--- src/rtl/multi_counter_max.sv ---
// multi_counter_max: NCH independent up-counters, each with a programmable
// terminal value and mode (legacy, auto-reload, one-shot). It produces a
// per-channel terminal flag, a one-cycle terminal pulse and an interrupt
// aggregated over the reload/one-shot channels.
module multi_counter_max #(
    parameter int unsigned DW  = 16,
    parameter int unsigned NCH = 4,
    localparam int unsigned SW = (NCH > 1) ? $clog2(NCH) : 1
) (
    input  logic              clk,
    input  logic              rstn,
    input  logic              we,
    input  logic [SW-1:0]     wsel,
    input  logic [DW-1:0]     wmax,
    input  logic [1:0]        wmode,
    input  logic [NCH-1:0]    ce,
    input  logic [NCH-1:0]    clr,
    output logic [NCH-1:0]    of,
    output logic [NCH-1:0]    tc,
    output logic [NCH*DW-1:0] dout,
    output logic              irq
);

    localparam logic [1:0] ModeLegacy = 2'd0;
    localparam logic [1:0] ModeReload = 2'd1;
    localparam logic [1:0] ModeOneShot = 2'd2;

    logic [DW-1:0]  cnt_q  [NCH];
    logic [DW-1:0]  cnt_d  [NCH];
    logic [DW-1:0]  max_q  [NCH];
    logic [DW-1:0]  max_d  [NCH];
    logic [1:0]     mode_q [NCH];
    logic [1:0]     mode_d [NCH];
    logic [NCH-1:0] of_q, of_d;
    logic [NCH-1:0] tc_q, tc_d;
    logic [NCH-1:0] term;

    // Per-channel next state: config write, then clr > ce > hold.
    always_comb begin
        for (int i = 0; i < NCH; i++) begin
            cnt_d[i]  = cnt_q[i];
            max_d[i]  = max_q[i];
            mode_d[i] = mode_q[i];
            of_d[i]   = of_q[i];
            tc_d[i]   = 1'b0;
            // Compare one bit wider so max=0 can never match an all-ones count.
            term[i]   = (({1'b0, cnt_q[i]} + (DW+1)'(1)) == {1'b0, max_q[i]});

            // Out-of-range selects never match any channel index.
            if (we && (wsel == SW'(i))) begin
                max_d[i]  = wmax;
                mode_d[i] = (wmode == 2'd3) ? ModeLegacy : wmode;
            end

            if (clr[i]) begin
                cnt_d[i] = '0;
                of_d[i]  = 1'b0;
            end else if (ce[i]) begin
                case (mode_q[i])
                    ModeReload: begin
                        if (term[i]) begin
                            cnt_d[i] = '0;
                            of_d[i]  = 1'b1;
                            tc_d[i]  = 1'b1;
                        end else begin
                            cnt_d[i] = cnt_q[i] + DW'(1);
                        end
                    end
                    ModeOneShot: begin
                        if (!of_q[i]) begin
                            if (term[i]) begin
                                cnt_d[i] = max_q[i];
                                of_d[i]  = 1'b1;
                                tc_d[i]  = 1'b1;
                            end else begin
                                cnt_d[i] = cnt_q[i] + DW'(1);
                            end
                        end
                    end
                    default: begin
                        if (of_q[i]) begin
                            cnt_d[i] = '0;
                            of_d[i]  = 1'b0;
                        end else if (term[i]) begin
                            cnt_d[i] = max_q[i];
                            of_d[i]  = 1'b1;
                            tc_d[i]  = 1'b1;
                        end else begin
                            cnt_d[i] = cnt_q[i] + DW'(1);
                        end
                    end
                endcase
            end
        end
    end

    // State registers with asynchronous active-low reset.
    always_ff @(posedge clk or negedge rstn) begin
        if (!rstn) begin
            for (int i = 0; i < NCH; i++) begin
                cnt_q[i]  <= '0;
                max_q[i]  <= '0;
                mode_q[i] <= ModeLegacy;
            end
            of_q <= '0;
            tc_q <= '0;
        end else begin
            for (int i = 0; i < NCH; i++) begin
                cnt_q[i]  <= cnt_d[i];
                max_q[i]  <= max_d[i];
                mode_q[i] <= mode_d[i];
            end
            of_q <= of_d;
            tc_q <= tc_d;
        end
    end

    // Output packing and interrupt aggregation straight from registers.
    always_comb begin
        dout = '0;
        irq  = 1'b0;
        for (int i = 0; i < NCH; i++) begin
            dout[i*DW +: DW] = cnt_q[i];
            if (of_q[i] && ((mode_q[i] == ModeReload) || (mode_q[i] == ModeOneShot))) begin
                irq = 1'b1;
            end
        end
    end

    assign of = of_q;
    assign tc = tc_q;

endmodule

--- config.mk ---
export PLATFORM = sky130hd
export DESIGN_NAME = multi_counter_max
export DESIGN_NICKNAME = d
export VERILOG_FILES = /design/src/rtl/multi_counter_max.sv
export SDC_FILE = /design/constraint.sdc
export NUM_CORES = 1
export LEC_CHECK = 0
export BUFFER_PORTS_ARGS = -buffer_cell sky130_fd_sc_hd__clkbuf_2
export CORE_AREA = 5 5 181 183
export DETAILED_ROUTE_END_ITERATION = 10
export DIE_AREA = 0 0 186 188
export PLACE_DENSITY = 0.53
export SYNTH_ARGS = -nofsm -noshare
export SYNTH_HDL_FRONTEND = slang
export SYNTH_SLANG_ARGS = --single-unit
--- constraint.sdc ---
create_clock -name clk -period 8 [get_ports clk]
set_input_delay 0.4 -clock clk [delete_from_list [all_inputs] [get_ports clk]]
set_output_delay 0.4 -clock clk [all_outputs]
set_load 0.01 [all_outputs]
* Yosys cells after proc, flatten, opt, wreduce, memory -nomap -nowiden
Cells that the tools add are included.
** Word-level totals
- Memories kept :: 0
- Latch bits :: 0
- Input bits :: 31
- Memory bits (read-only) :: 0
- Logic and storage cells :: 147
- Bits in registers :: 144
- Memory bits (writable) :: 0
- Output and inout port bits :: 73
** Cells by class
- Divide/modulo/power cells :: 0
- Muxes and demuxes :: 73
- Bitwise operators :: 0
- Equal/unequal tests :: 24
- Reduce and logical (&&, ||, !) cells :: 25
- Multipliers :: 0
- Magnitude comparators :: 0
- Shift operators :: 0
- Add/sub/neg operators :: 8
** Operators by type and width (count)
- 2-to-1 mux 16 bit :: 24
- case mux 16 bit (2 select lines) :: 4
- adder 16 x 1 -> 17 bit (second input constant) :: 4
- == test 17 x 16 -> 1 bit :: 4
- adder 16 x 1 -> 16 bit (second input constant) :: 4
- 2-to-1 mux 1 bit :: 40
- != test 3 bit (second input constant) :: 8
- AND reduction 2 bit :: 8
- == test 2 bit (second input constant) :: 7
- == test 2 x 1 -> 1 bit (second input constant) :: 5
- logical AND 1 bit :: 8
- case mux 1 bit (2 select lines) :: 4
- nonzero test 2 bit :: 4
- logical OR 1 bit :: 4
- zero test 2 bit :: 1
- 2-to-1 mux 2 bit :: 1

* Depth between registers and ports, before layout
Gate-level depths: netlist (run 1).
- Depth after elaboration :: 7
- Gate-level depth with buffers :: 13

* Worst setup path after synthesis (run 1)
OpenSTA, ideal clock, no wires.
- Path type :: register -> register
- Start :: register cnt_q, in the netlist dout[16]
- End :: register cnt_q, in the netlist dout[21]
- Arrival :: 2.840 ns
- Data required time :: 7.874 ns
- Clock period less this slack :: 2.966 ns
- Setup slack :: 5.034 ns
- Stages on the path, launching flop included :: 11
- Cell sequence :: dfrtp_1 ha_1 nand3_4 or3_1 a2111oi_0 nor4b_2 nand4_2 o21a_1 buf_6 a21o_1 a221o_1
** On the way
- Cells in the longest elaborated chain, start to end :: 7
- Elaborated cells between the ends (all ways) :: 10
- Classes of those cells :: add/sub: 2; eq/ne: 1; mux: 7
** RTL lines
- start: declaration :: line 28 : logic [DW-1:0] cnt_q [NCH];
- start signal: indexed assignment :: line 109 : cnt_q[i] <= cnt_d[i];
- adder 16 x 1 -> 17 bit :: line 47 : term[i] = (({1'b0, cnt_q[i]} + (DW+1)'(1)) == {1'b0, max_q[i]});
- == test 17 x 16 -> 1 bit :: line 47
- 2-to-1 mux 16 bit :: line 71, 84
- 2-to-1 mux 16 bit, on equally long branches :: line 81, 70
- case mux 16 bit (2 select lines) * :: line 59 : case (mode_q[i])
- 2-to-1 mux 16 bit * :: line 58 : end else if (ce[i]) begin
- 2-to-1 mux 16 bit * :: line 55 : if (clr[i]) begin
Mark *: on every way between the ends. The rest lies on a longest branch, timed or not. The select of a mux whose other input is x is not followed.
A chain may end at the register's enable or synchronous reset.

* Worst setup path after layout (run 1)
- Start :: register cnt_q, in the netlist dout[0]
- End :: register cnt_q, in the netlist dout[5]
Same word-level chain as after synthesis.

==> impl_metrics.py, run 1 <==
metrics = {
    "power": {
        "power-per-cell-area_nw_per_um2": 194,
        "static-leakage-power_uw": 0.00463,
        "peakVddDrop_mv": 0.157,
    },
    "route": {
        "vias": 8429,
        "wl_um": 28900,
        "drtIter0Drc": 418,
        "drt-pass1-iter-count": 5,
        "viasPerCell": 5.45,
        "route.detailed.wl_per_inst_um": 18.7,
        "route.antenna.remaining_nets": 0,
        "drt_drc_violations_left": 0,
    },
    "finish": {
        "antenna-diode-count": 0,
        "area.growth.synth_to_final_pct": 15.0,
        "post_route_cells_drive_above_1_share_pct": 19.0,
        "fillCellCount": 3219,
        "finish.utilization_pct": 35.1,
        "layout.cells.most_common_list": "dfrtp_1 (144), nand2_1 (137), clkbuf_2 (102)",
        "most_frequent_standard_cell_in_the_layout_excluding_fill_and_tap_cells": "dfrtp_1",
        "final_nets": 1176,
    },
    "sta": {
        "finalCritPeriodShare_pct": 45.3,
        "finalSetupTns_ps": 0,
        "worst_hold_slack_ps": -18.9,
        "tightest_slew_ps": 1250,
        "timing.clock.skew_ps": 7.27,
        "min_period_ps": 3630,
        "clock.fmax_mhz": 276,
        "drv_slew": 0,
        "unrepaired_setup_endpoints_after_global_routing": "no",
        "setup_viol": 0,
        "timing.max_slew.rel_slack_pct": 16.5,
        "finalHoldViolations": 12,
    },
    "yosys": {
        "yosys_most_used_dff": "dfrtp_1",
        "synth.cell_area_um2": 9470,
        "post_synth_main_area_contributors": "dfrtp_1 (38%), mux2_2 (6.1%), nand2_1 (5.4%)",
        "synth_top_area_cell": "dfrtp_1",
        "asyncSetResetFlopFracSynth_pct": 100,
        "netlist-cell-type-count": 81,
        "synth_nets": 1105,
        "yosysWarningCount": 0,
        "cells_after_synth": 1062,
        "yosysSeqAreaShare_pct": 38.0,
        "post_synth_edffs": 0,
        "synth_top_cell_area_share_pct": 38.0,
        "synth-seq-cells": 144,
        "syn_avg_cell_area_um2": 8.92,
    },
    "die": {
        "fp.dieW_um": 186,
        "core_area_um2": 31100,
        "ioPinCount": 104,
        "die_height_um": 188,
        "starting_utilization_of_the_core_area_pct": 30.5,
        "dieArea_um2": 35000,
        "number_of_placement_rows": 65,
    },
    "clock_tree": {
        "path_clk_slew_ps": 60,
        "ctsResizeCount": 0,
        "clockBufferDepth": 2,
        "cts_setup_buffers": 0,
        "cts_htree_levels": 4,
        "cts_tree": "yes",
        "cts_root_buffer": "clkbuf_16",
        "postCtsHoldBufs": 0,
        "number_of_buffers_created_by_cts": 17,
        "numClockSinks": 144,
        "insertion_delay_ps": 430,
    },
    "critical_path": {
        "worst-path-max-fanout": 27,
        "required_ps": 8290,
        "crit_path_start_kind": "register",
        "worst-setup-path-type": "register to register",
        "critical_path.endpoint_type": "register",
        "worstPathArrival_ps": 3920,
    },
    "outcome": {
        "violations": "hold timing",
        "result_of_the_run": "finished, violations left",
    },
    "global_route": {
        "grt_first_pass_wirelength_um": 45900,
        "grt_start_max_net_pins": 75,
        "grt.overflow.total": 0,
        "groute.usage.overall_pct": 16.5,
        "first_global_vias": 8200,
        "initial_antenna_violation_count": 5,
    },
    "placement": {
        "buffer_ports.inserted": 103,
        "dp_hpwl_um": 21300,
        "finalWeightedCongestion": 0.847,
    },
    "job": {
        "max-cap-violations": 0,
    },
    "hold_path": {
        "timing.hold.worst.class": "input port to asynchronous set/reset pin",
    },
}
## where the power goes
part	internal [uW]	total [uW]	switching [uW]
registers	800	884	83.3
clock network	498	825	327
logic	176	402	226
## metrics by stage
step | hold slack [ps] | cell area, um2 | worst slack, ps | cells | total power, uW
floorplan | 104 | 9470 | 5030 | 1062 | 1170
global placement | 487 | 10300 | 4590 | 1516 | 1290
detailed placement | 488 | 10300 | 4410 | 1516 | 1300
CTS | 25.1 | 10900 | 4400 | 1547 | 2140
global route | 49.1 | 10900 | 4030 | 1547 | 2220
finish | -18.9 | 10900 | 4370 | 1547 | 2110
## flip-flops by register name (all words and copies together) (netlist names)
signal	flops
dout	64
max_q	64
mode_q	8
of	4
tc	4
## worst paths after layout
check / depth (start not counted) / from / slack (ps) / endpoint
setup / recovery: 10 / dout[0]$_DFFE_PN0P_ / 4370 / dout[5]$_DFFE_PN0P_
hold / removal: 1 / rstn / -20 / dout[29]$_DFFE_PN0P_
setup reg to reg: 10 / dout[0]$_DFFE_PN0P_ / 4370 / dout[5]$_DFFE_PN0P_
hold reg to reg: 2 / max_q[51]$_DFFE_PN0P_ / 500 / max_q[51]$_DFFE_PN0P_
max in group asynchronous: 2 / rstn / 6570 / max_q[5]$_DFFE_PN0P_
min in group clk: 2 / clr[2] / 200 / of[2]$_DFFE_PN0P_
## layout make-up
type	count	area, um2	area share (%)
Clock buffer	22	494	4.54
Clock inverter	9	106	0.976
Inverter	50	188	1.72
Multi-Input combinational cell	812	5440	49.9
Sequential cell	144	3600	33.1
Tap cell	402	503	4.62
Timing Repair Buffer	108	559	5.13
## synth_stat cells (6+ instances only)
cell type and count:
dfrtp_1 144, nand2_1 137, nor2_1 60, xnor2_1 55, mux2_2 51, inv_1 50, o21ai_0 44, nand3_1 40
a21oi_1 38, clkbuf_1 35, nor3_1 32, nand4_1 27, xor2_1 24, buf_2 19, a31oi_1 18, mux2i_1 17
and3_1 16, a41oi_1 14, nor4_1 14, o31ai_1 14, ha_1 12, nand2b_1 12, or3_1 12, a221o_1 10
nor2b_1 10, a211oi_1 9, a22o_1 9, a22oi_1 9, o22ai_1 9, or4_1 8, a21o_1 7, a32oi_1 7
o21a_1 7, and4_1 6
## kinds of logic (layout without fill, tap and decap cells)
| group | count (synthesis) | in the layout | share of synthesized area, % |
|---|---|---|---|
| mux | 68 | 68 | 7.86 |
| simple gates | 416 | 416 | 22.9 |
| flops | 144 | 144 | 38.0 |
| compound gates | 237 | 237 | 17.7 |
| fa+ha+maj | 12 | 12 | 1.59 |
| buf+inv | 106 | 189 | 4.57 |
| xor+xnor | 79 | 79 | 7.31 |
## metal layers
metal | part of all wire (%) | global-route usage, % | routed length (um) | vias up
met5 | 0.26 | 0 | 74 | -
met2 | 46 | 25.6 | 13300 | 224
met3 | 5.8 | 4.17 | 1670 | 53
met1 | 46 | 22.9 | 13300 | 4091
li1 | - | - | - | 4051
met4 | 1.8 | 4.48 | 518 | 10
## critical path: stages, from the launching register on
cell and delay [ps]:
dfrtp_1 490, ha_1 400, and4_1 370, nand4_1 230, xnor2_1 250, o211ai_1 130, a2111oi_2 480, nand2_1 210
buf_4 290, a21boi_2 470, o22ai_1 150
Note: power is estimated with default switching activity, not from simulation.
==> run 2: changes to the inputs <==
PLACE_DENSITY = 0.55   (was 0.53)
clock period = 3.25 ns   (was 8 ns; I/O delays follow)
==> run 2 against run 1 <==
Net effect: the run now ends clean; sequential power increased by 140%; critical path depth unchanged; sequential share of layout area decreased by 1.7 points; die area unchanged; largest power group is now clock; highest routed layer unchanged.
==> impl_metrics.py, run 2 (synthesized netlist as in run 1, its figures left out) <==
metrics = {
    "outcome": {
        "result_of_the_run": "finished clean",
    },
    "sta": {
        "tightest_slew_ps": 1050,
        "finalHoldViolations": 0,
        "min_period_ps": 3110,
        "post_route_worst_setup_slack_ps": 136,
        "timing.clock.skew_ps": 13.3,
        "clock.fmax_mhz": 321,
        "unrepaired_setup_endpoints_after_global_routing": "no",
        "timing.max_slew.rel_slack_pct": 29.8,
        "finalCritPeriodShare_pct": 95.8,
        "worst_hold_slack_ps": 21.4,
        "setup_viol": 0,
        "drv_slew": 0,
        "finalSetupTns_ps": 0,
    },
    "placement": {
        "dp_cells": 1567,
        "buffer_ports.inserted": 103,
        "finalWeightedCongestion": 0.887,
        "placement.setup.worst_slack_ps": 147,
        "dp_hpwl_um": 22000,
    },
    "route": {
        "wl_um": 29500,
        "route.detailed.wl_per_inst_um": 18.4,
        "drt_drc_violations_left": 0,
        "drtIter0Drc": 564,
        "drt-pass1-iter-count": 5,
        "route.antenna.remaining_nets": 0,
        "vias": 8601,
        "viasPerCell": 5.36,
    },
    "finish": {
        "stdcell_count": 1605,
        "area.growth.synth_to_final_pct": 21.3,
        "final_nets": 1233,
        "layout.cells.most_common_list": "dfrtp_1 (144), nand2_1 (137), clkbuf_2 (102)",
        "most_frequent_standard_cell_in_the_layout_excluding_fill_and_tap_cells": "dfrtp_1",
        "post_route_cells_drive_above_1_share_pct": 22.9,
        "antenna-diode-count": 0,
    },
    "power": {
        "switching_share_pct": 28.4,
        "static-leakage-power_uw": 0.00496,
        "p_seq_share_pct": 38.6,
        "power_switching_uw": 1590,
        "pwr-share-clk_pct": 42.4,
        "total_power_uw": 5600,
        "combinationalPowerShare_pct": 18.9,
        "power-per-cell-area_nw_per_um2": 487,
        "internal-power_uw": 4010,
        "peakVddDrop_mv": 0.363,
    },
    "clock_tree": {
        "numClockSinks": 144,
        "number_of_buffers_created_by_cts": 17,
        "cts_htree_levels": 4,
        "insertion_delay_ps": 430,
        "path_clk_slew_ps": 60,
        "cts_tree": "yes",
        "clockBufferDepth": 2,
        "cts_root_buffer": "clkbuf_16",
    },
    "critical_path": {
        "worst-path-max-fanout": 10,
        "slowest_delay_ps": 520,
        "worstPathArrival_ps": 3420,
        "worst-setup-path-type": "register to register",
        "timing.critical_path.slowest_stage_cell": "or4_1",
        "crit_path_start_kind": "register",
        "critical_path_buf_inv_count": 2,
        "required_ps": 3550,
        "worst_path_dominant_cell_family": "simple AND/OR/NAND/NOR gates",
        "critical_path.endpoint_type": "register",
        "cells_along_the_critical_path": "nand3_1 -> or3_1 -> or4_1 -> mux2i_1 -> nor4_4 -> buf_4 -> a21oi_4 -> buf_12 -> nor2b_1 -> a221o_1",
    },
    "global_route": {
        "grt_start_max_net_pins": 65,
        "grt_first_pass_wirelength_um": 46600,
        "groute.usage.overall_pct": 16.7,
        "first_global_vias": 8352,
        "initial_antenna_violation_count": 5,
        "grt.overflow.total": 0,
    },
    "die": {
        "die_height_um": 188,
        "dieArea_um2": 35000,
        "starting_utilization_of_the_core_area_pct": 30.5,
        "core_area_um2": 31100,
        "ioPinCount": 104,
        "number_of_placement_rows": 65,
        "fp.dieW_um": 186,
    },
    "hold_path": {
        "timing.hold.worst.class": "input port to register",
    },
    "job": {
        "max-cap-violations": 0,
    },
}
run 2: cell types whose count changed in the layout (fill, tap and decap cells not counted), sizes merged:
cell	before	now
clkinv	4	2
dlygate4sd3	0	4
buf	6	59
bufinv	2	7
clkbuf	124	121
clkinvlp	3	4
run 2: path summary, 6_finish.rpt:
path | from | to | slack [ps] | cells after the start
setup / recovery | dout[50]$_DFFE_PN0P_ | dout[62]$_DFFE_PN0P_ | 140 | 10
hold / removal | wmax[15] | max_q[63]$_DFFE_PN0P_ | 20 | 3
setup reg to reg | dout[50]$_DFFE_PN0P_ | dout[62]$_DFFE_PN0P_ | 140 | 10
hold reg to reg | max_q[52]$_DFFE_PN0P_ | max_q[52]$_DFFE_PN0P_ | 500 | 2
max in group asynchronous | rstn | max_q[46]$_DFFE_PN0P_ | 2210 | 3
min in group asynchronous | rstn | dout[26]$_DFFE_PN0P_ | 260 | 2
run 2: layer usage:
layer / GRT usage (%) / share of wire (%) / vias to the layer above
met3: 3.53 / 5.3 / 32
met2: 26.7 / 47 / 208
met5: 0 / 0.19 / -
met4: 3.56 / 1.2 / 10
met1: 23.4 / 47 / 4200
li1: - / - / 4151
run 2: final cells by class:
class / instances / area [um2]
Clock buffer: 19 / 453
Clock inverter: 13 / 258
Fill cell: 3234 / 19600
Inverter: 50 / 188
Multi-Input combinational cell: 812 / 5460
Sequential cell: 144 / 3600
Tap cell: 402 / 503
Timing Repair Buffer: 165 / 1020
run 2: power by group through the flow:
stage	clock network (uW)	registers [uW]	logic, uW
2_1_floorplan	0	2140	732
3_3_place_gp	0	2190	1030
3_5_place_dp	0	2200	1050
4_1_cts	2420	2160	1060
5_1_grt	2500	2190	1190
6_report	2370	2160	1060
run 2: timing repair:
action,CTS,global route
endpoints found under the setup margin,0,27
gates resized for setup,0,5
hold buffers,4,0
endpoints found under the hold margin,55,0
buffers inserted,0,2
run 2: per-stage QoR:
step	area [um2]	utilization, %
finish	11500	37.0
global route	11500	37.0
CTS	11400	36.8
detailed placement	10700	34.4
global placement	10700	34.4
floorplan	9470	-
run 2: worst register-to-register path, delay by kind of cell (launching register included):
| kind | cells | cell delay [ps] |
|---|---|---|
| AND/OR/NAND/NOR | 5 | 1580 |
| flip-flops | 1 | 470 |
| buffers and inverters | 2 | 400 |
| AO/OA/AOI/OAI | 2 | 360 |
| multiplexers | 1 | 190 |
